==> src/rtl/perip_flexbus_regfile.sv <==
// FlexBus slave exposing N_REGS x 32-bit registers with wait states, TA_n and byte lanes.
// Define FB_BURST_EN to build in 4-beat wrapping bursts; without it every access is single-beat.
module perip_flexbus_regfile #(
    parameter logic [31:0] FB_BASE     = 32'h6000_0000,
    parameter int          N_REGS      = 5,
    parameter int          WAIT_STATES = 1
) (
    input  logic                  CLK,
    input  logic                  RST,
    input  logic                  FB_ALE,
    input  logic                  FB_CS_n,
    input  logic                  FB_RW,
    input  logic                  FB_TBST_n,
    input  logic [3:0]            FB_BE_n,
    input  logic [31:0]           FB_AD_I,
    output logic [31:0]           FB_AD_O,
    output logic                  FB_AD_OE,
    output logic                  FB_TA_n,
    output logic [32*N_REGS-1:0]  REG_Qout,
    output logic [N_REGS-1:0]     REG_WR_STB
);
    typedef enum logic [1:0] {S_IDLE, S_ADDR, S_WAIT, S_ACK} state_t;

    localparam logic [3:0] WS = 4'(WAIT_STATES);

    state_t            state_q, state_d;
    logic [3:0]        cnt_q;
    logic [5:0]        idx_q;
    logic [5:0]        rd_idx_d;
    logic [31:0]       regs_q [N_REGS];
    logic [31:0]       ad_o_q;
    logic [31:0]       rdata_d;
    logic [31:0]       wmask_d;
    logic              oe_q;
    logic              ta_n_q;
    logic [N_REGS-1:0] stb_q;
    logic              base_hit_d;
    logic              in_range_d;
    logic              more_beats_d;
    logic              wr_en_d;
    logic              load_rd_d;

`ifdef FB_BURST_EN
    logic              burst_q;
    logic [1:0]        beat_q;
    logic [5:0]        idx_adv_d;

    // Beats wrap inside the aligned 16-byte line.
    assign idx_adv_d    = {idx_q[5:2], idx_q[1:0] + 2'd1};
    assign more_beats_d = burst_q && (beat_q != 2'd3);
    assign rd_idx_d     = (state_q == S_ACK) ? idx_adv_d : idx_q;
`else
    logic              unused_tbst;

    assign unused_tbst  = FB_TBST_n;
    assign more_beats_d = 1'b0;
    assign rd_idx_d     = idx_q;
`endif

    assign base_hit_d = (FB_AD_I[31:28] == FB_BASE[31:28]);
    assign in_range_d = (int'(idx_q) < N_REGS);
    assign wr_en_d    = (state_q == S_ACK) && !FB_ALE && !FB_CS_n && !FB_RW && in_range_d;
    assign wmask_d    = {{8{~FB_BE_n[3]}}, {8{~FB_BE_n[2]}}, {8{~FB_BE_n[1]}}, {8{~FB_BE_n[0]}}};

    always_comb begin
        rdata_d = 32'h0;
        for (int k = 0; k < N_REGS; k++) begin
            if (rd_idx_d == 6'(k)) begin
                rdata_d = regs_q[k];
            end
        end
    end

    // ALE wins over every state so a new address phase restarts the transaction.
    always_comb begin
        state_d = state_q;
        if (FB_ALE) begin
            state_d = base_hit_d ? S_ADDR : S_IDLE;
        end else begin
            case (state_q)
                S_IDLE: state_d = S_IDLE;
                S_ADDR: begin
                    if (FB_CS_n) state_d = S_IDLE;
                    else         state_d = (WS == 4'd0) ? S_ACK : S_WAIT;
                end
                S_WAIT: begin
                    if (FB_CS_n)             state_d = S_IDLE;
                    else if (cnt_q <= 4'd1)  state_d = S_ACK;
                end
                S_ACK: begin
                    if (FB_CS_n || !more_beats_d) state_d = S_IDLE;
                    else                          state_d = (WS == 4'd0) ? S_ACK : S_WAIT;
                end
                default: state_d = S_IDLE;
            endcase
        end
    end

    // Read data is captured whenever a beat begins its wait/ack phase.
    assign load_rd_d = ((state_d == S_WAIT) || (state_d == S_ACK)) && (state_q != S_WAIT);

    always_ff @(posedge CLK or posedge RST) begin
        if (RST) begin
            state_q <= S_IDLE;
            cnt_q   <= 4'd0;
            idx_q   <= 6'd0;
            ad_o_q  <= 32'h0;
            oe_q    <= 1'b0;
            ta_n_q  <= 1'b1;
            stb_q   <= '0;
            for (int k = 0; k < N_REGS; k++) begin
                regs_q[k] <= 32'h0;
            end
`ifdef FB_BURST_EN
            burst_q <= 1'b0;
            beat_q  <= 2'd0;
`endif
        end else begin
            state_q <= state_d;
            ta_n_q  <= (state_d != S_ACK);
            oe_q    <= ((state_d == S_WAIT) || (state_d == S_ACK)) && FB_RW && !FB_CS_n;
            stb_q   <= '0;
            if (load_rd_d) begin
                ad_o_q <= rdata_d;
            end
            for (int k = 0; k < N_REGS; k++) begin
                if (wr_en_d && (idx_q == 6'(k))) begin
                    regs_q[k] <= (regs_q[k] & ~wmask_d) | (FB_AD_I & wmask_d);
                    stb_q[k]  <= 1'b1;
                end
            end
            if (FB_ALE) begin
                if (base_hit_d) begin
                    idx_q <= FB_AD_I[7:2];
                    cnt_q <= WS;
`ifdef FB_BURST_EN
                    burst_q <= ~FB_TBST_n;
                    beat_q  <= 2'd0;
`endif
                end
            end else begin
                case (state_q)
                    S_WAIT: cnt_q <= cnt_q - 4'd1;
                    S_ACK: begin
                        if (state_d != S_IDLE) begin
                            cnt_q <= WS;
`ifdef FB_BURST_EN
                            idx_q  <= idx_adv_d;
                            beat_q <= beat_q + 2'd1;
`endif
                        end
                    end
                    default: ;
                endcase
            end
        end
    end

    for (genvar g = 0; g < N_REGS; g++) begin : g_qout
        assign REG_Qout[32*g +: 32] = regs_q[g];
    end

    assign FB_AD_O    = ad_o_q;
    assign FB_AD_OE   = oe_q;
    assign FB_TA_n    = ta_n_q;
    assign REG_WR_STB = stb_q;

endmodule

==> config.mk <==
export PLATFORM = sky130hd
export DESIGN_NAME = perip_flexbus_regfile
export DESIGN_NICKNAME = d
export VERILOG_FILES = /design/src/rtl/perip_flexbus_regfile.sv
export SDC_FILE = /design/constraint.sdc
export NUM_CORES = 1
export LEC_CHECK = 0
export ABC_AREA = 1
export CAP_MARGIN = 30
export CORE_ASPECT_RATIO = 0.75
export CORE_MARGIN = 2
export CORE_UTILIZATION = 54
export DETAILED_ROUTE_END_ITERATION = 8
export GPL_ROUTABILITY_DRIVEN = 0
export PLACE_DENSITY = 0.86
export SLEW_MARGIN = 25
export SYNTH_ARGS = -nofsm -noshare
export SYNTH_HDL_FRONTEND = slang
export SYNTH_SLANG_ARGS = --single-unit
export TNS_END_PERCENT = 20
==> constraint.sdc <==
create_clock -name CLK -period 13.1 [get_ports CLK]
set_input_delay 1.31 -clock CLK [delete_from_list [all_inputs] [get_ports CLK]]
set_output_delay 1.31 -clock CLK [all_outputs]
set_load 0.02 [all_outputs]
==> impl_metrics.py <==
metrics = {
    "outcome": {
        "outcome": "finished clean",
    },
    "timing": {
        "drv_slew": 0,
        "clock_skew_ps": 22.53,
        "rsz0062_at_grt": "no",
        "max_slew.worst_pin.slew_ps": 1023,
        "whs_ps": 477.6,
        "hold_viol_final": 0,
        "min_period_ps": 3606,
        "finalCritPeriodShare": 0.2753,
        "finalSetupViolCount": 0,
        "finalSetupTns_ps": 0,
        "fmax_ghz": 0.2773,
        "slew_headroom": 0.3161,
    },
    "placement": {
        "dp_hpwl_mm": 20.25,
        "placedCellCount": 1588,
        "portBuffers": 239,
    },
    "route": {
        "firstDrtPassIters": 7,
        "drt-total-wl_mm": 32.74,
        "drcViolationCount": 0,
        "avgRoutedWirePerCell_um": 20.11,
        "routed_via_density": 6.146,
        "dr.first_iter.drc_count": 1097,
        "ant_nets": 0,
        "vias": 10010,
    },
    "global_route": {
        "grt_pass1_wl_mm": 51.36,
        "grt_max_degree": 141,
        "gr-total-overflow": 0,
        "antenna_found_initial": 1,
        "grt.total_usage": 0.3341,
        "grt_pass1_vias": 9480,
    },
    "synth": {
        "netlist_top_cells_area": "dfrtp_1 (53%), nand2_1 (17%), nand4_1 (10%)",
        "synth_common_cells": "nand2_1 (438), dfrtp_1 (210), nand4_1 (162)",
        "synth_edf_count": 0,
        "yosys_most_used_dff": "dfrtp_1",
        "synth-seq-cells": 211,
        "synth_cell_types": 29,
        "postSynthAreaPerCell_um2": 8.461,
        "synth_top_cell_area_share": 0.5290,
        "syn_area_mm2": 0.009933,
        "ys_warn_count": 0,
        "synth_cells": 1174,
        "yosys.area.top_type": "dfrtp_1",
        "async_flop_share": 1.000,
        "synth_seq_area_share": 0.5317,
        "synth_fp_nets": 1218,
        "synth.most_common_cell": "nand2_1",
    },
    "critical_path": {
        "crit_required_ps": 13490,
        "worstSetupEndpointType": "flop",
        "reg2regPathDepth": 8,
        "worstPathCellList": "nor2_4 -> buf_4 -> nand2_2 -> nor2_4 -> buf_4 -> nand3_1 -> nand2_1 -> nand2_1",
        "worstPathMaxFanout": 68,
        "worstSetupStartpointType": "flop",
        "cp_slowest_stage_delay_ps": 680,
        "worst-path-buf-inv": 2,
        "cp_slowest_cell": "buf_4",
        "crit_arrival_ps": 3990,
        "crit_family": "simple AND/OR/NAND/NOR gates",
        "path_class": "reg2reg",
        "crit_cells": 8,
    },
    "floorplan": {
        "dieHeight_um": 121.5,
        "die_w_um": 160.6,
        "core_mm2": 0.01781,
        "placementRows": 42,
        "die_area_mm2": 0.01951,
        "io_pins": 241,
        "start_util": 0.5576,
    },
    "clock_tree": {
        "clock_path_buffers": 3,
        "ctsResizeCount": 0,
        "cts_buffers": 21,
        "hold_buffers": 0,
        "clock_sinks": 211,
        "cts_tree": "done",
        "root_buffer": "clkbuf_16",
        "clk_pin_slew_worst_paths_ps": 70,
        "clk_latency_ps": 510,
        "cts_max_level": 1,
        "post-cts-setup-buffers": 0,
    },
    "cells_and_area": {
        "areaGrowthSynthToFinish_pct": 32.80,
        "fin_util": 0.7405,
        "nets": 1415,
        "antenna_cells": 0,
        "drive_gt1_frac": 0.05772,
        "stdcell_count": 1628,
    },
    "job": {
        "cap_violations": 0,
    },
    "worst_hold_path": {
        "whs_path_depth": 2,
        "min_path_type": "reg2reg",
    },
    "power": {
        "power_mw": 1.628,
        "power.density_mw_per_mm2": 123.4,
        "peakVddDrop_v": 0.00009687,
        "p_leak_nw": 6.624,
    },
}
[stage by stage]
step	worst slack [ps]	cell area, um2
after detailed placement	9302	12370
after floorplan	6026	9933
after global routing	9379	13190
after CTS	9577	13140
after global placement	9345	12340
final	9494	13190
[cell type report]
class | count | area (um2)
Clock buffer | 26 | 574.3
Inverter | 54 | 215.2
Multi-Input combinational cell | 827 | 4060
Clock inverter | 12 | 195.2
Sequential cell | 211 | 5281
Tap cell | 242 | 302.8
Timing Repair Buffer | 256 | 2562
Fill cell | 1274 | 4623
[final timing paths]
check / slack (ps) / start / endpoint
max in group asynchronous: 10550 / RST / asynchronous set/reset pin
worst min-delay path: 480 / FB_AD_O[3] / FB_AD_O[3]
worst max register to register: 9490 / idx_q[5] / flop
min in group asynchronous: 1320 / RST / asynchronous set/reset pin
worst min register to register: 480 / FB_AD_O[3] / FB_AD_O[3]
worst max-delay path: 9490 / idx_q[5] / flop
[per-layer routing]
metal	routed length, um	global-route usage	vias to the layer above	share of wire
met5	13	0	-	0.00040
met4	954	0.1120	2	0.029
met3	4072	0.06528	98	0.12
met2	14770	0.5315	778	0.45
met1	12930	0.4646	4748	0.39
li1	-	-	4380	-
[worst reg2reg max path, cell delays in order (launching register included)]
cell     delay [ps]
dfrtp_1         410
nor2_4          100
buf_4           680
nand2_2         360
nor2_4          570
buf_4           600
nand3_1         470
nand2_1         220
nand2_1          90
[layout by cell type, fill, tap and decap left out, types with 2 or more instances in the layout]
cell               n
nand2_1          438
clkdlybuf4s50_1  239
buf_8              3
nor2_2             3
buf_4             13
nor3_1             5
o21ai_0          104
o21bai_1          32
clkbuf_8           3
nor2_4             8
o21ai_1            2
ha_1               2
clkinv_2           4
nand4_1          162
a21oi_1            4
nand3_4            8
clkbuf_16         21
clkbuf_1           2
nand3_1           42
bufinv_16          5
nor2_1            10
inv_1             52
dfrtp_1          210
[kinds of logic after synthesis]
logic type / after synthesis / share of synthesized area
compound gates: 143 / 0.08036
buf+inv: 136 / 0.06185
flops: 211 / 0.5317
simple gates: 682 / 0.3236
fa+ha+maj: 2 / 0.002519
[power by group]
part           internal [mW]  switching [mW]
registers              0.675          0.0202
clock network          0.412           0.263
logic                 0.0709           0.187
total                   1.16           0.470
(Power assumes the default switching activity.)
